## config.mk

```make
export PLATFORM = sky130hd
export DESIGN_NAME = ft245_bus_sched
export DESIGN_NICKNAME = d
export VERILOG_FILES = /design/src/rtl/ft245_bus_sched.sv
export SDC_FILE = /design/constraint.sdc
export NUM_CORES = 1
export LEC_CHECK = 0
export CORE_MARGIN = 2
export CORE_UTILIZATION = 55
export DETAILED_ROUTE_END_ITERATION = 8
export DONT_BUFFER_PORTS = 1
export GPL_TIMING_DRIVEN = 1
export PLACE_DENSITY_LB_ADDON = 0.3
export SYNTH_ARGS = -nofsm -noshare
export SYNTH_HDL_FRONTEND = slang
export SYNTH_SLANG_ARGS = --single-unit
```

## constraint.sdc

```tcl
create_clock -name clk -period 2.2 [get_ports clk]
set_input_delay 0.11 -clock clk [delete_from_list [all_inputs] [get_ports clk]]
set_output_delay 0.11 -clock clk [all_outputs]
set_load 0.05 [all_outputs]
```

## src/rtl/ft245_bus_sched.sv

```systemverilog
// ---------------------------------------------------------------------------
// ft245_bus_sched
//
// Half-duplex bus scheduler for an FTDI FT245-style synchronous FIFO port.
// It decides, cycle by cycle, whether the shared 8-bit data bus is being
// read (host -> FPGA), written (FPGA -> host) or left idle. It also
// generates the FTDI handshake strobes and the local buffer hand-off
// strobes. The data bus itself is not handled here; data_dir tells the
// pad logic when to drive it.
//
// Parameters
//   MAX_BURST    bytes moved per grant before re-arbitration (1..255)
//   TURN_CYCLES  idle cycles after oe_n rises before the FPGA may drive
//                the bus (1..3)
//
// Ports
//   clk          FT245 synchronous clock, rising edge
//   rst          synchronous active-high reset
//   ftdi_rde_n   FTDI has RX bytes (active low)
//   ftdi_txe_n   FTDI can accept TX bytes (active low)
//   ftdi_oe_n    FTDI output enable, FTDI drives bus when low
//   ftdi_rd_n    FTDI RX FIFO advance strobe (active low)
//   ftdi_wr_n    FTDI TX write strobe (active low)
//   ftdi_siwu    send-immediate / wake-up pulse (active low)
//   data_dir     1: FPGA drives ftdi_data, 0: tri-state
//   rx_ready     downstream RX buffer can accept a byte
//   rx_strobe    ftdi_data carries a valid RX byte this cycle
//   tx_avail     TX buffer presents a byte
//   tx_pop       TX byte consumed this cycle
//   tx_flush     level request for a send-immediate after pending TX data
//   busy         scheduler is not idle
// ---------------------------------------------------------------------------
module ft245_bus_sched #(
    parameter int unsigned MAX_BURST   = 64,
    parameter int unsigned TURN_CYCLES = 1
) (
    input  logic clk,
    input  logic rst,
    input  logic ftdi_rde_n,
    input  logic ftdi_txe_n,
    output logic ftdi_oe_n,
    output logic ftdi_rd_n,
    output logic ftdi_wr_n,
    output logic ftdi_siwu,
    output logic data_dir,
    input  logic rx_ready,
    output logic rx_strobe,
    input  logic tx_avail,
    output logic tx_pop,
    input  logic tx_flush,
    output logic busy
);

    typedef enum logic [2:0] {
        S_IDLE,
        S_RX_OE,
        S_RX_READ,
        S_RX_END,
        S_TURN,
        S_TX_WRITE,
        S_TX_END,
        S_SIWU
    } state_t;

    localparam logic [7:0] MAX_CNT   = 8'(MAX_BURST);
    localparam logic [1:0] TURN_LAST = 2'(TURN_CYCLES - 1);

    // -----------------------------------------------------------------------
    // State
    // -----------------------------------------------------------------------
    state_t     state_q, state_d;
    logic [7:0] cnt_q, cnt_d;            // bytes moved in the current grant
    logic [1:0] turn_q, turn_d;          // cycles spent in TURN
    logic       last_tx_q, last_tx_d;    // 1: last completed grant was TX
    logic       flush_armed_q, flush_armed_d;

    // -----------------------------------------------------------------------
    // Combinational helpers
    // -----------------------------------------------------------------------
    logic       rx_elig;
    logic       tx_elig;
    logic       at_max;
    logic [7:0] cnt_inc;
    logic       flush_req;

    assign rx_elig   = ~ftdi_rde_n & rx_ready;
    assign tx_elig   = ~ftdi_txe_n & tx_avail;
    assign at_max    = (cnt_q == MAX_CNT);
    assign cnt_inc   = cnt_q + 8'd1;
    // A flush pulse is only useful once the TX buffer has drained, and only
    // once per assertion of the tx_flush level.
    assign flush_req = tx_flush & ~tx_avail & flush_armed_q;

    // Raw (pre-reset-gating) output values produced by the FSM
    logic oe_n_c;
    logic rd_n_c;
    logic wr_n_c;
    logic siwu_c;
    logic dir_c;
    logic strobe_c;
    logic pop_c;

    // -----------------------------------------------------------------------
    // Next-state and output logic
    // -----------------------------------------------------------------------
    always_comb begin
        state_d       = state_q;
        cnt_d         = cnt_q;
        turn_d        = turn_q;
        last_tx_d     = last_tx_q;
        // The flush request re-arms whenever tx_flush is seen low.
        flush_armed_d = flush_armed_q | ~tx_flush;

        oe_n_c   = 1'b1;
        rd_n_c   = 1'b1;
        wr_n_c   = 1'b1;
        siwu_c   = 1'b1;
        dir_c    = 1'b0;
        strobe_c = 1'b0;
        pop_c    = 1'b0;

        unique case (state_q)
            S_IDLE: begin
                // Round-robin on a tie: the direction not served last wins.
                if (rx_elig && (!tx_elig || last_tx_q)) begin
                    state_d = S_RX_OE;
                    cnt_d   = 8'd0;
                end else if (tx_elig) begin
                    state_d = S_TX_WRITE;
                    cnt_d   = 8'd0;
                end else if (flush_req) begin
                    state_d = S_SIWU;
                end
            end

            S_RX_OE: begin
                // One cycle of oe_n low before rd_n so the FTDI has the bus
                // turned around before the first byte is taken.
                oe_n_c  = 1'b0;
                state_d = S_RX_READ;
            end

            S_RX_READ: begin
                oe_n_c = 1'b0;
                // rd_n is held off combinationally when the sink stalls, so
                // the FTDI FIFO never advances past a byte nobody accepted.
                rd_n_c   = ~(rx_ready & ~at_max);
                strobe_c = ~rd_n_c & ~ftdi_rde_n;
                if (strobe_c) begin
                    cnt_d = cnt_inc;
                end
                if (ftdi_rde_n || !rx_ready || at_max ||
                    (strobe_c && (cnt_inc == MAX_CNT))) begin
                    state_d = S_RX_END;
                end
            end

            S_RX_END: begin
                last_tx_d = 1'b0;
                turn_d    = 2'd0;
                state_d   = S_TURN;
            end

            S_TURN: begin
                // Bus is released by the FTDI; nobody drives it here.
                if (turn_q == TURN_LAST) begin
                    state_d = S_IDLE;
                end else begin
                    turn_d = turn_q + 2'd1;
                end
            end

            S_TX_WRITE: begin
                dir_c  = 1'b1;
                wr_n_c = ~(tx_elig & ~at_max);
                pop_c  = ~wr_n_c;
                if (pop_c) begin
                    cnt_d = cnt_inc;
                end
                if (ftdi_txe_n || !tx_avail || at_max ||
                    (pop_c && (cnt_inc == MAX_CNT))) begin
                    state_d = S_TX_END;
                end
            end

            S_TX_END: begin
                last_tx_d = 1'b1;
                if (flush_req) begin
                    state_d = S_SIWU;
                end else begin
                    state_d = S_IDLE;
                end
            end

            S_SIWU: begin
                siwu_c        = 1'b0;
                flush_armed_d = 1'b0;
                state_d       = S_IDLE;
            end

            default: begin
                state_d = S_IDLE;
            end
        endcase
    end

    // -----------------------------------------------------------------------
    // State registers
    // -----------------------------------------------------------------------
    always_ff @(posedge clk) begin
        if (rst) begin
            state_q       <= S_IDLE;
            cnt_q         <= 8'd0;
            turn_q        <= 2'd0;
            last_tx_q     <= 1'b1;   // so RX wins the first tie
            flush_armed_q <= 1'b1;
        end else begin
            state_q       <= state_d;
            cnt_q         <= cnt_d;
            turn_q        <= turn_d;
            last_tx_q     <= last_tx_d;
            flush_armed_q <= flush_armed_d;
        end
    end

    // -----------------------------------------------------------------------
    // Outputs
    // -----------------------------------------------------------------------
    // Reset forces every strobe inactive in the very cycle it is asserted,
    // so a reset in the middle of a burst moves no further byte.
    assign ftdi_oe_n = oe_n_c | rst;
    assign ftdi_rd_n = rd_n_c | rst;
    assign ftdi_wr_n = wr_n_c | rst;
    assign ftdi_siwu = siwu_c | rst;
    assign data_dir  = dir_c & ~rst;
    assign rx_strobe = strobe_c & ~rst;
    assign tx_pop    = pop_c & ~rst;
    assign busy      = (state_q != S_IDLE);

endmodule

```

==> results.cfg, run 1 <==
[synthesis]
ys_ff_latch = 15
yosysSeqAreaShare_pct = 26.8
ys.flop_type = dfxtp_1
syn_nets = 164
postSynth.asyncResetShare_pct = 0
synth_edf_count = 0
synthCells = 154
yosys_warnings = 0
synth_area_per_cell_um2 = 7.29
syn_area_mm2 = 0.00112
synth_cell_type_count = 44

[timing]
final-setup-viol-count = 0
slew_headroom_pct = 64.7
fin_skew_ns = 0.00251
max_freq_ghz = 0.484
finalCritPeriodShare_pct = 93.9
tightest_slew_ns = 0.528
hold_violations = 0
period_minus_slack_ns = 2.07
rsz0062_at_grt = false
slew_violations = 0
whs_ns = 0.0200
tns_ns = 0

[floorplan]
die_x_um = 49.2
die_y_um = 49.2
start_util_pct = 57.8
die_area_mm2 = 0.00242
io_pins = 15
core_area_mm2 = 0.00194
rows = 16

[routing]
wl_mm = 2.76
postRouteAntennaNets = 0
vias_per_cell = 6.21
routedWlPerCell_um = 14.3
firstDrtPassIters = 5
vias = 1199
drc_errors = 0
drt_iter0_markers = 33

[hold_path]
hp-start = rst
hp-class = primary input to register
hold_end = state_q[1]
min_path_cells = 2

[setup_path]
cp.arrival_ns = 1.96
critical_path_required_ns = 2.09
crit_top_cell = buf_4
criticalPathCategory = register to output pin
cp_max_fo = 10
cpMaxStageDelayCell = or3b_4
worst_r2r_endpoint = state_q[2]
rrSetupSlack_ns = 0.29
crit_chain = or3b_4 -> nor4_4 -> buf_4 -> nor2_1 -> nand2_1 -> buf_4
start_kind = register
r2r_start = cnt_q[6]
worst-path-buf-inv = 2
slowest_delay_ns = 0.42
worst-r2r-cell-count = 5
crit_path_end_kind = output pin
crit_family = simple AND/OR/NAND/NOR gates

[power_and_ir_drop]
leakage_nw = 0.452
powerDensity_mw_per_mm2 = 838
peakVddDrop_mv = 0.729

[clocking]
post_cts_buffers = 0
clock_latency_ns = 0.28
clk_pin_slew_ns = 0.09
cts_tree = built
cts.sinks = 15
cts_max_path_buffers = 2
cts_root_buffer = clkbuf_4
htreeDepth = 1
cts_buffers = 3

[global_route]
antenna_found_initial = 0
track_usage_pct = 24.4
overflow = 0
grt_max_degree = 16
grt_pass1_wl_mm = 4.75
grt_pass1_vias = 1137

[job]
drv_cap = 0

[placement]
place_hpwl_mm = 1.94
io_buffers = 0
gp_congestion = 0.851

[cells_and_area]
fin_nets = 177
areaGrowthSynthToFinish_pct = 15.6
drive_gt1_share_pct = 15.1
nFillCells = 189
num_antenna_cells = 0

[status]
status = finished, final reports clean
## per-layer routing
layer  global-route usage, %  wire, um  vias to the layer above  share of wire [%]
li1                        -         -                      588                  -
met3                    2.45       203                        2                7.3
met2                    41.0      1320                       51                 48
met1                    31.9      1220                      558                 44
met4                    9.52        14                        0               0.51
met5                       0         0                        -                  0
## layout make-up
cell class | instances | area [um2] | area share [%]
Inverter | 10 | 37.5 | 2.89
Sequential cell | 15 | 302 | 23.2
Clock buffer | 4 | 26.3 | 2.03
Timing Repair Buffer | 16 | 138 | 10.6
Tap cell | 27 | 33.8 | 2.60
Multi-Input combinational cell | 121 | 761 | 58.6
## registers in the layout (all words and copies together), names as in the netlist
register / cells
turn_q: 2
last_tx_q: 1
cnt_q: 8
state_q: 3
flush_armed_q: 1
## how the worst max path moves through the flow
stage              from         end  slack, ns  cells after the start
2_1_floorplan  cnt_q[0]   rx_strobe       0.01                      6
4_1_cts        cnt_q[6]   ftdi_wr_n       0.07                      6
6_report       cnt_q[6]   ftdi_rd_n       0.13                      6
3_3_place_gp   cnt_q[6]  state_q[2]       0.34                      5
5_1_grt        cnt_q[6]   ftdi_wr_n       0.04                      6
3_5_place_dp   cnt_q[6]  state_q[2]       0.25                      5
## cell families after synthesis
kind of cell / Yosys count / share of synthesized area (%)
AO/OA/AOI/OAI: 42 / 24.8
XOR/XNOR: 2 / 1.56
adder cells (fa/ha/maj): 3 / 3.34
buffers and inverters: 18 / 6.47
flip-flops: 15 / 26.8
multiplexers: 1 / 1.00
AND/OR/NAND/NOR: 73 / 36.1
## metrics by stage
step	utilization (%)	power, mW	worst slack, ns	cell area [um2]	cells
after global placement	64.4	0.906	0.340	1250	187
after detailed placement	64.4	0.918	0.251	1250	187
after floorplan	-	0.767	0.0133	1130	154
final	66.8	1.09	0.135	1300	193
after CTS	66.8	1.08	0.0684	1300	193
after global routing	66.8	1.16	0.0410	1300	193
## cells in the mapped netlist (2+ instances only)
cell | number | area [um2]
inv_1 | 10 | 37.5
o21ai_0 | 8 | 40.0
nor2b_1 | 3 | 18.8
ha_1 | 3 | 37.5
o22ai_1 | 2 | 12.5
clkbuf_1 | 6 | 22.5
a311oi_1 | 3 | 26.3
nor2_1 | 13 | 48.8
a32oi_1 | 3 | 26.3
or3_1 | 2 | 12.5
o311ai_0 | 2 | 17.5
and2_1 | 3 | 18.8
dfxtp_1 | 15 | 300
nand2_1 | 12 | 45.0
nor3_1 | 10 | 50.1
xnor2_1 | 2 | 17.5
a21oi_1 | 14 | 70.1
and3_1 | 3 | 18.8
nand2b_1 | 5 | 31.3
nand3_1 | 9 | 45.0
nand3b_1 | 3 | 22.5
## placed cells by master, fill, tap and decap left out, types with 2 or more instances in the layout
master,count
a32oi_1,3
inv_1,10
and2_1,3
and3_1,3
buf_4,13
nor2_1,13
ha_1,3
o22ai_1,2
nand2b_1,5
nor3_1,9
o311ai_0,2
nand3_1,9
dlygate4sd3_1,2
dfxtp_1,14
or3_1,2
a21oi_1,14
a311oi_1,3
nor2b_1,3
nand3b_1,3
clkbuf_4,3
o21ai_0,8
xnor2_1,2
nand2_1,12
## where the power goes
group / switching (mW) / internal (mW)
Combinational: 0.385 / 0.214
Sequential: 0.0254 / 0.307
Clock: 0.0859 / 0.0702
## what timing repair did
item	CTS	global route
endpoints found under the hold margin	14	0
hold buffers	2	0
resized for setup	0	1
setup endpoints to repair	0	3
No activity file was read; power rests on OpenSTA's default activity.
==> run 2: changes to the inputs <==
- CORE_UTILIZATION: 55 -> 60
==> run 2 against run 1 <==
- core utilization rose by 7.8 points
- the flow now finishes with violations (hold timing)
- maximum frequency increased by 0.79%
- wire length rose by 4.2%
- largest cell class unchanged
- count of clock-buffer cells in the layout is the same
- combinational power down 0.8%
==> results.cfg, run 2 (synthesis gave the netlist of run 1 again) <==
[power_and_ir_drop]
p_clk_share_pct = 14.8
leakage_nw = 0.458
p_sw_uw = 504
p_int_uw = 591
power_frac_seq_pct = 30.9
p_comb_share_pct = 54.2
powerDensity_mw_per_mm2 = 841
switching_share_pct = 46.0
peakVddDrop_mv = 0.849

[placement]
post-place-ws_ns = 0.211
gp_congestion = 0.923
io_buffers = 0
place_hpwl_mm = 1.99

[clocking]
cts_tree = built
clk_pin_slew_ns = 0.10
cts.sinks = 15
cts_buffers = 3
post_cts_buffers = 0
cts_max_path_buffers = 2
clock_latency_ns = 0.29
cts_root_buffer = clkbuf_4
htreeDepth = 1

[global_route]
antenna_found_initial = 0
grt_pass1_vias = 1068
grt_pass1_wl_mm = 4.55
track_usage_pct = 28.8
overflow = 0
grt_max_degree = 16

[cells_and_area]
drive_gt1_share_pct = 15.6
fin_nets = 178
fin_util_pct = 74.6
final_cell_mix = a21oi_1 (14), dfxtp_1 (14), buf_4 (14)
top_regs = cnt_q (8), state_q (3), turn_q (2)
multiInputGateArea_um2 = 761
largest_reg_flops = 8
num_antenna_cells = 0
nFillCells = 144
regMostFlops = cnt_q
regArea_um2 = 302
areaGrowthSynthToFinish_pct = 16.1

[setup_path]
worst_r2r_endpoint = state_q[0]
cp_max_fo = 7
cp.arrival_ns = 1.94
worst-r2r-cell-count = 5
critical_path_required_ns = 2.09
rrSetupSlack_ns = 0.20
crit_path_end_kind = output pin
start_kind = register
r2r_start = cnt_q[2]
criticalPathCategory = register to output pin

[timing]
slew_headroom_pct = 63.8
fin_skew_ns = 0.00904
final-setup-viol-count = 0
tightest_slew_ns = 0.541
slew_violations = 0
hold_violations = 1
whs_ns = -0.00443
max_freq_ghz = 0.488
rsz0062_at_grt = false
tns_ns = 0
finalCritPeriodShare_pct = 93.1
period_minus_slack_ns = 2.05
setup_slack_ns = 0.151

[hold_path]
hp-start = rst
hp-class = primary input to register
min_path_cells = 2
hold_end = flush_armed_q

[routing]
wl_mm = 2.88
vias_per_cell = 6.33
drc_errors = 0
firstDrtPassIters = 4
drt_iter0_markers = 65
vias = 1215
routedWlPerCell_um = 15.0
postRouteAntennaNets = 0

[floorplan]
core_area_mm2 = 0.00175
io_pins = 15
die_x_um = 47.3
die_area_mm2 = 0.00223
rows = 15
die_y_um = 47.3
start_util_pct = 64.3

[status]
status = complete, but fails checks
violations = hold timing

[job]
drv_cap = 0
## run 2: cell count changes in the layout (fill, tap and decap cells not counted)
cell,before,now
o311ai_0,2,1
o311ai_1,0,1
buf_4,13,14
## run 2: power by group through the flow
| stage | Clock (mW) | Sequential [mW] | Combinational [mW] |
|---|---|---|---|
| global placement | 0 | 0.340 | 0.565 |
| detailed placement | 0 | 0.345 | 0.577 |
| CTS | 0.162 | 0.338 | 0.583 |
| global route | 0.174 | 0.345 | 0.647 |
| floorplan | 0 | 0.342 | 0.425 |
| finish | 0.162 | 0.339 | 0.594 |
## run 2: worst max-delay path by stage
stage,cells after the start,startpoint,slack (ns),end
3_5_place_dp,5,cnt_q[6],0.21,state_q[2]
2_1_floorplan,6,cnt_q[0],0.01,rx_strobe
6_report,6,cnt_q[3],0.15,ftdi_rd_n
5_1_grt,6,cnt_q[6],0.04,ftdi_rd_n
3_3_place_gp,5,cnt_q[6],0.30,state_q[2]
4_1_cts,6,cnt_q[6],0.07,ftdi_rd_n
## run 2: final cells by class
| cell class | count | share of cell area, % |
|---|---|---|
| Clock buffer | 4 | 2.02 |
| Inverter | 10 | 2.88 |
| Multi-Input combinational cell | 121 | 58.4 |
| Sequential cell | 15 | 23.2 |
| Tap cell | 25 | 2.40 |
| Timing Repair Buffer | 17 | 11.1 |
## run 2: per-stage QoR
step	instance area, um2	hold slack, ns	power (mW)	instances
6_report	1300	-0.00443	1.10	192
5_1_grt	1300	0.0336	1.17	192
4_1_cts	1300	0.00184	1.08	192
3_5_place_dp	1250	0.184	0.921	186
3_3_place_gp	1250	0.183	0.905	186
2_1_floorplan	1130	0.221	0.767	154
## run 2: repair_timing
action / CTS / global route
gates resized for setup: 0 / 2
endpoints found under the setup margin: 0 / 5
hold buffers: 2 / 0
endpoints found under the hold margin: 14 / 0
## run 2: layer usage
layer	wire length, um	up-vias	GRT usage (%)	part of all wire (%)
met5	0	-	0	0
li1	-	590	-	-
met4	40	0	13.3	1.4
met1	1240	556	39.0	43
met3	218	7	5.00	7.6
met2	1380	62	44.3	48
## run 2: critical path, cell delays in order, from the launching register on
cell,delay (ns)
dfxtp_1,0.39
or3b_4,0.44
nor4_4,0.33
buf_4,0.21
nor2_1,0.04
nand2_1,0.05
buf_4,0.19
